<file path="config.mk">
export PLATFORM = sky130hd
export DESIGN_NAME = bin2bcd_seq_flat
export DESIGN_NICKNAME = d
export VERILOG_FILES = /design/src/rtl/bin2bcd_if.sv /design/src/rtl/bin2bcd_seq.sv /design/src/flat_wrapper.sv
export SDC_FILE = /design/constraint.sdc
export NUM_CORES = 1
export LEC_CHECK = 0
export ABC_CLOCK_PERIOD_IN_PS = 4000
export BUFFER_PORTS_ARGS = -buffer_cell sky130_fd_sc_hd__buf_2
export CAP_MARGIN = 20
export CELL_PAD_IN_SITES_DETAIL_PLACEMENT = 1
export CELL_PAD_IN_SITES_GLOBAL_PLACEMENT = 2
export CORE_UTILIZATION = 30
export CTS_CLUSTER_SIZE = 28
export DETAILED_ROUTE_END_ITERATION = 8
export PLACE_DENSITY = 0.67
export SLEW_MARGIN = 25
export SYNTH_ARGS = -nofsm -noshare
export SYNTH_HDL_FRONTEND = slang
export SYNTH_SLANG_ARGS = --single-unit
</file>
<file path="constraint.sdc">
create_clock -name clk -period 4 [get_ports clk]
set_input_delay 0 -clock clk [delete_from_list [all_inputs] [get_ports clk]]
set_output_delay 0 -clock clk [all_outputs]
set_load 0.05 [all_outputs]
</file>
<file path="src/rtl/bin2bcd_if.sv">
// Handshake bundle for bin2bcd_seq: binary word in, packed BCD (and optional Excess-3) out.
// BIN2BCD_EXCESS3_EN adds the ex3_out signal.
interface bin2bcd_if #(
  parameter int BIN_W  = 8,
  parameter int DIGITS = 3
);
  logic                  in_valid;
  logic                  in_ready;
  logic [BIN_W-1:0]      bin_in;
  logic                  out_valid;
  logic                  out_ready;
  logic [4*DIGITS-1:0]   bcd_out;
  logic                  out_ovf;
  logic                  busy;
`ifdef BIN2BCD_EXCESS3_EN
  logic [4*DIGITS-1:0]   ex3_out;
`endif

  modport master (
    output in_valid, bin_in, out_ready,
`ifdef BIN2BCD_EXCESS3_EN
    input  ex3_out,
`endif
    input  in_ready, out_valid, bcd_out, out_ovf, busy
  );

  modport slave (
    input  in_valid, bin_in, out_ready,
`ifdef BIN2BCD_EXCESS3_EN
    output ex3_out,
`endif
    output in_ready, out_valid, bcd_out, out_ovf, busy
  );
endinterface

</file>
<file path="src/rtl/bin2bcd_seq.sv">
// Iterative double-dabble binary-to-BCD converter, one bit per clock, valid/ready on both sides.
// Optional feature macro: BIN2BCD_EXCESS3_EN (registered Excess-3 copy of the result).
module bin2bcd_seq #(
  parameter int BIN_W  = 8,
  parameter int DIGITS = 3
) (
  input  logic      clk,
  input  logic      rst_n,
  bin2bcd_if.slave  bus
);
  localparam int BCD_W = 4 * DIGITS;
  localparam int CNT_W = (BIN_W > 1) ? $clog2(BIN_W) : 1;
  localparam logic [CNT_W-1:0] LAST = CNT_W'(BIN_W - 1);

  localparam logic [1:0] IDLE  = 2'd0;
  localparam logic [1:0] SHIFT = 2'd1;
  localparam logic [1:0] DONE  = 2'd2;

  function automatic logic [BCD_W-1:0] dab_correct(input logic [BCD_W-1:0] d);
    logic [BCD_W-1:0] r;
    r = d;
    for (int i = 0; i < DIGITS; i++) begin
      if (d[4*i +: 4] >= 4'd5) r[4*i +: 4] = d[4*i +: 4] + 4'd3;
    end
    return r;
  endfunction

  logic [1:0]        state;
  logic [CNT_W-1:0]  count;
  logic [BIN_W-1:0]  bin_sr;
  logic [BCD_W-1:0]  acc;
  logic              ovf;
  logic [BCD_W-1:0]  bcd_q;
  logic              ovf_q;
  logic              vld_q;

  logic [BCD_W-1:0]  acc_fix;
  logic [BCD_W-1:0]  acc_next;
  logic              carry;

  assign acc_fix  = dab_correct(acc);
  assign acc_next = {acc_fix[BCD_W-2:0], bin_sr[BIN_W-1]};
  // A set bit 3 on the corrected top digit leaves the window: value >= 10^DIGITS.
  assign carry    = acc_fix[BCD_W-1];

  always_ff @(posedge clk or negedge rst_n) begin
    if (!rst_n) begin
      state  <= IDLE;
      count  <= '0;
      bin_sr <= '0;
      acc    <= '0;
      ovf    <= 1'b0;
      bcd_q  <= '0;
      ovf_q  <= 1'b0;
      vld_q  <= 1'b0;
    end else begin
      case (state)
        IDLE: begin
          if (bus.in_valid) begin
            bin_sr <= bus.bin_in;
            acc    <= '0;
            ovf    <= 1'b0;
            count  <= '0;
            state  <= SHIFT;
          end
        end
        SHIFT: begin
          acc    <= acc_next;
          bin_sr <= bin_sr << 1;
          ovf    <= ovf | carry;
          count  <= count + 1'b1;
          if (count == LAST) begin
            bcd_q <= acc_next;
            ovf_q <= ovf | carry;
            vld_q <= 1'b1;
            state <= DONE;
          end
        end
        DONE: begin
          if (bus.out_ready) begin
            vld_q <= 1'b0;
            state <= IDLE;
          end
        end
        default: state <= IDLE;
      endcase
    end
  end

  assign bus.in_ready  = (state == IDLE);
  assign bus.busy      = (state == SHIFT);
  assign bus.out_valid = vld_q;
  assign bus.bcd_out   = bcd_q;
  assign bus.out_ovf   = ovf_q;

`ifdef BIN2BCD_EXCESS3_EN
  function automatic logic [BCD_W-1:0] to_excess3(input logic [BCD_W-1:0] d);
    logic [BCD_W-1:0] r;
    for (int i = 0; i < DIGITS; i++) r[4*i +: 4] = d[4*i +: 4] + 4'd3;
    return r;
  endfunction

  logic [BCD_W-1:0] ex3_q;

  always_ff @(posedge clk or negedge rst_n) begin
    if (!rst_n) begin
      ex3_q <= '0;
    end else if (state == SHIFT && count == LAST) begin
      ex3_q <= to_excess3(acc_next);
    end
  end

  assign bus.ex3_out = ex3_q;
`endif
endmodule

</file>
<file path="src/flat_wrapper.sv">
// flat-port wrapper written by rule: the top's interface ports become plain ports
module bin2bcd_seq_flat 
#(
  parameter int BIN_W  = 8,
  parameter int DIGITS = 3
)
  (clk, rst_n, bus_in_valid, bus_bin_in, bus_out_ready, bus_in_ready, bus_out_valid, bus_bcd_out, bus_out_ovf, bus_busy);
  bin2bcd_if #(.BIN_W(BIN_W), .DIGITS(DIGITS)) bus_i ();
  input  logic clk;
  input  logic rst_n;
  input wire logic [$bits(bus_i.in_valid)-1:0] bus_in_valid;
  input wire logic [$bits(bus_i.bin_in)-1:0] bus_bin_in;
  input wire logic [$bits(bus_i.out_ready)-1:0] bus_out_ready;
  output wire logic [$bits(bus_i.in_ready)-1:0] bus_in_ready;
  output wire logic [$bits(bus_i.out_valid)-1:0] bus_out_valid;
  output wire logic [$bits(bus_i.bcd_out)-1:0] bus_bcd_out;
  output wire logic [$bits(bus_i.out_ovf)-1:0] bus_out_ovf;
  output wire logic [$bits(bus_i.busy)-1:0] bus_busy;
  assign bus_i.in_valid = bus_in_valid;
  assign bus_i.bin_in = bus_bin_in;
  assign bus_i.out_ready = bus_out_ready;
  assign bus_in_ready = bus_i.in_ready;
  assign bus_out_valid = bus_i.out_valid;
  assign bus_bcd_out = bus_i.bcd_out;
  assign bus_out_ovf = bus_i.out_ovf;
  assign bus_busy = bus_i.busy;
  bin2bcd_seq #(.BIN_W(BIN_W), .DIGITS(DIGITS)) u_core (.clk(clk), .rst_n(rst_n), .bus(bus_i));
endmodule
</file>
==> metrics.txt <==
status=complete, no violations; switch share=46.8%; Worst EP arrival=1900 ps; cell at the root of the clock tree=clkbuf_8; Area contributors post-synth=dfrtp_1 (52%), o21ai_0 (8.0%), nand2_1 (6.2%), ha_1 (5.2%), a21oi_1 (3.1%); CTS clk-pin slew, worst paths=80 ps; Slew HR=55.4%; Pre-Repair DR Iteration Count=4; Req. time, crit path=4210 ps; crit start category=register; Fin Setup TNS=0 ps; VDD IR max=0.000338 V; register bit total from synthesis=40; fin crit share=42.0%; Hold Fails Final Rpt=0; post-route setup slack=2320 ps; Placed Cells incl. Taps=283; total design power=1.97 mW; initial antenna violation count=0; Core ar.=6060 sq um; Post-Syn Area=1930 sq um; Final min period=1680 ps; Starting Density=31.9%; Seq/Total Area, Yosys=51.8%; Tot GR Track Use=14.5%; Flop pwr share=36.8%; Max Clk Rate=595 MHz; EDFF count, synth=0; dpl ws=2320 ps; setup repair after global routing missed its margin=false; first-pass GRT wire length=7.25 mm; Antenna Cells=0; row cnt=28; Routability Congestion=0.696; post-CTS sizing=0; Net Sw Power=925 uW; count leader, synth=dfrtp_1; overall routed net length=4.15 mm; DP Wirelength=2.91 mm; final max-slew violation count=0; pwr/cell area=871 nW/um^2; CTS tree=done; Async S/R FF share, synth=100%; Synth top cells by count=dfrtp_1 (40), nand2_1 (32), o21ai_0 (31), a21oi_1 (12); Synth area leader=dfrtp_1; hold path cells=3; clock skew=4.96 ps; synth warn=0; worst-margin pin slew=667 ps; clock tree buffer depth=2; vias post-DR=1436; gr ovfl total=0; Die H=82.3 um; max-cap viol count=0; first-iteration detailed-routing DRC count=41; syn avg cell area=10.3 sq um; cts-stage hold buffer count=6; Clock Sinks=40; synth unique cells=30; Die Area=6770 sq um; drt wl/cell=13.9 um; CTS H-Tree Depth=2; Routed Antenna Nets=0; share of the synthesized area in the top cell type=51.8%; Comb pwr share=49.2%; # nets final=242; vias per cell=4.82; CTS Buf Count=5; # setup viols final=0; setup bufs post-CTS=0; vias in the first global route=1528; io pins=28; Synth Flop Type=dfrtp_1; layout cells sized above 1=20.2%; Die W=82.3 um; Mapped Cells=188; WS Path Type=register to register; pin count of the biggest net entering global routing=41; number of I/O port buffers=27; Area growth, synth to finish=17.3%; Pint=1.05 mW; crit-path max FO=5; post-synthesis net count=208; non-filler cells, final=298; WHS=22.6 ps; HP Class=primary input to register; Lkg Pwr=1.05 nW; clock latency on the worst-skew pair=290 ps; DR DRC count=0; critical path capture point type=register; Worst Reg-to-Reg Cells=6; clock power share=14.0%
power by group through the flow:
stage | registers [mW] | clock network [mW] | logic (mW)
floorplan | 0.902 | 0 | 0.599
global placement | 0.725 | 0 | 0.945
detailed placement | 0.736 | 0 | 0.981
CTS | 0.729 | 0.288 | 0.986
global route | 0.758 | 0.308 | 1.09
finish | 0.727 | 0.276 | 0.972
state kept, by name, indices dropped and copies added, names as in the netlist:
register / flops
u_core.count: 3
u_core.bus.bcd_out: 12
u_core.acc: 12
u_core.state: 2
u_core.ovf: 1
u_core.bus.out_valid: 1
u_core.bus.out_ovf: 1
u_core.bin_sr: 8
cell usage in the layout, fill, tap and decap left out, types with 2 or more instances in the layout:
cell	n
mux2_2	4
mux2i_1	4
nor3_1	3
a22oi_1	3
inv_1	8
nand2_1	32
dfrtp_1	40
clkbuf_1	2
o21ai_1	3
o21ai_0	31
a21oi_2	3
buf_2	27
nand2b_1	3
nor2_1	3
a22o_1	3
nor2b_1	2
clkbuf_8	6
dlygate4sd3_1	6
nor3b_1	6
a21oi_1	12
xnor2_1	3
nand3_1	3
ha_1	8
layout make-up:
type | count | area [sq um]
Clock buffer | 8 | 90.1
Timing Repair Buffer | 34 | 223
Fill cell | 711 | 3790
Multi-Input combinational cell | 132 | 821
Inverter | 9 | 38.8
Tap cell | 75 | 93.8
Sequential cell | 40 | 1000
routing by layer:
layer  share of wire [%]  up-vias  routed length, um  GRT usage [%]
met5                   0        -                  0              0
met2                  50       27               2090           25.3
met1                  45      687               1870           17.2
met4                 1.3        0                 54           5.79
li1                    -      717                  -              -
met3                 3.3        5                136           3.30
worst max-delay path, stage by stage (launching register included):
cell	delay (ps)
dfrtp_1	420
inv_1	110
ha_1	250
nand2b_1	110
a21oi_2	190
mux2_2	380
o21ai_0	140
logic make-up (layout without fill, tap and decap cells):
family,after synthesis,after routing,share of synthesized area (%)
AO/OA/AOI/OAI,58,58,17.5
AND/OR/NAND/NOR,55,55,14.0
flip-flops,40,40,51.8
buffers and inverters,16,51,5.76
adder cells (fa/ha/maj),8,8,5.18
multiplexers,8,8,4.40
XOR/XNOR,3,3,1.36
metrics by stage:
stage | cell area (sq um) | util, %
after global routing | 2270 | 37.4
after global placement | 2090 | 34.5
final | 2270 | 37.4
after floorplan | 1930 | -
after detailed placement | 2090 | 34.5
after CTS | 2240 | 37.0
worst paths after layout:
| kind | start | end | slack, ps |
|---|---|---|---|
| worst max register to register | u_core.acc[8] | u_core.bus.bcd_out[10] | 2320 |
| worst max-delay path | u_core.acc[8] | u_core.bus.bcd_out[10] | 2320 |
| max in group asynchronous | rst_n | u_core.bus.out_valid | 3300 |
| min in group asynchronous | rst_n | u_core.bus.bcd_out[5] | 210 |
| worst min register to register | u_core.bus.bcd_out[1] | u_core.bus.bcd_out[1] | 480 |
| worst min-delay path | bus_bin_in[2] | u_core.bin_sr[2] | 20 |
No activity file was read; power rests on OpenSTA's default activity.
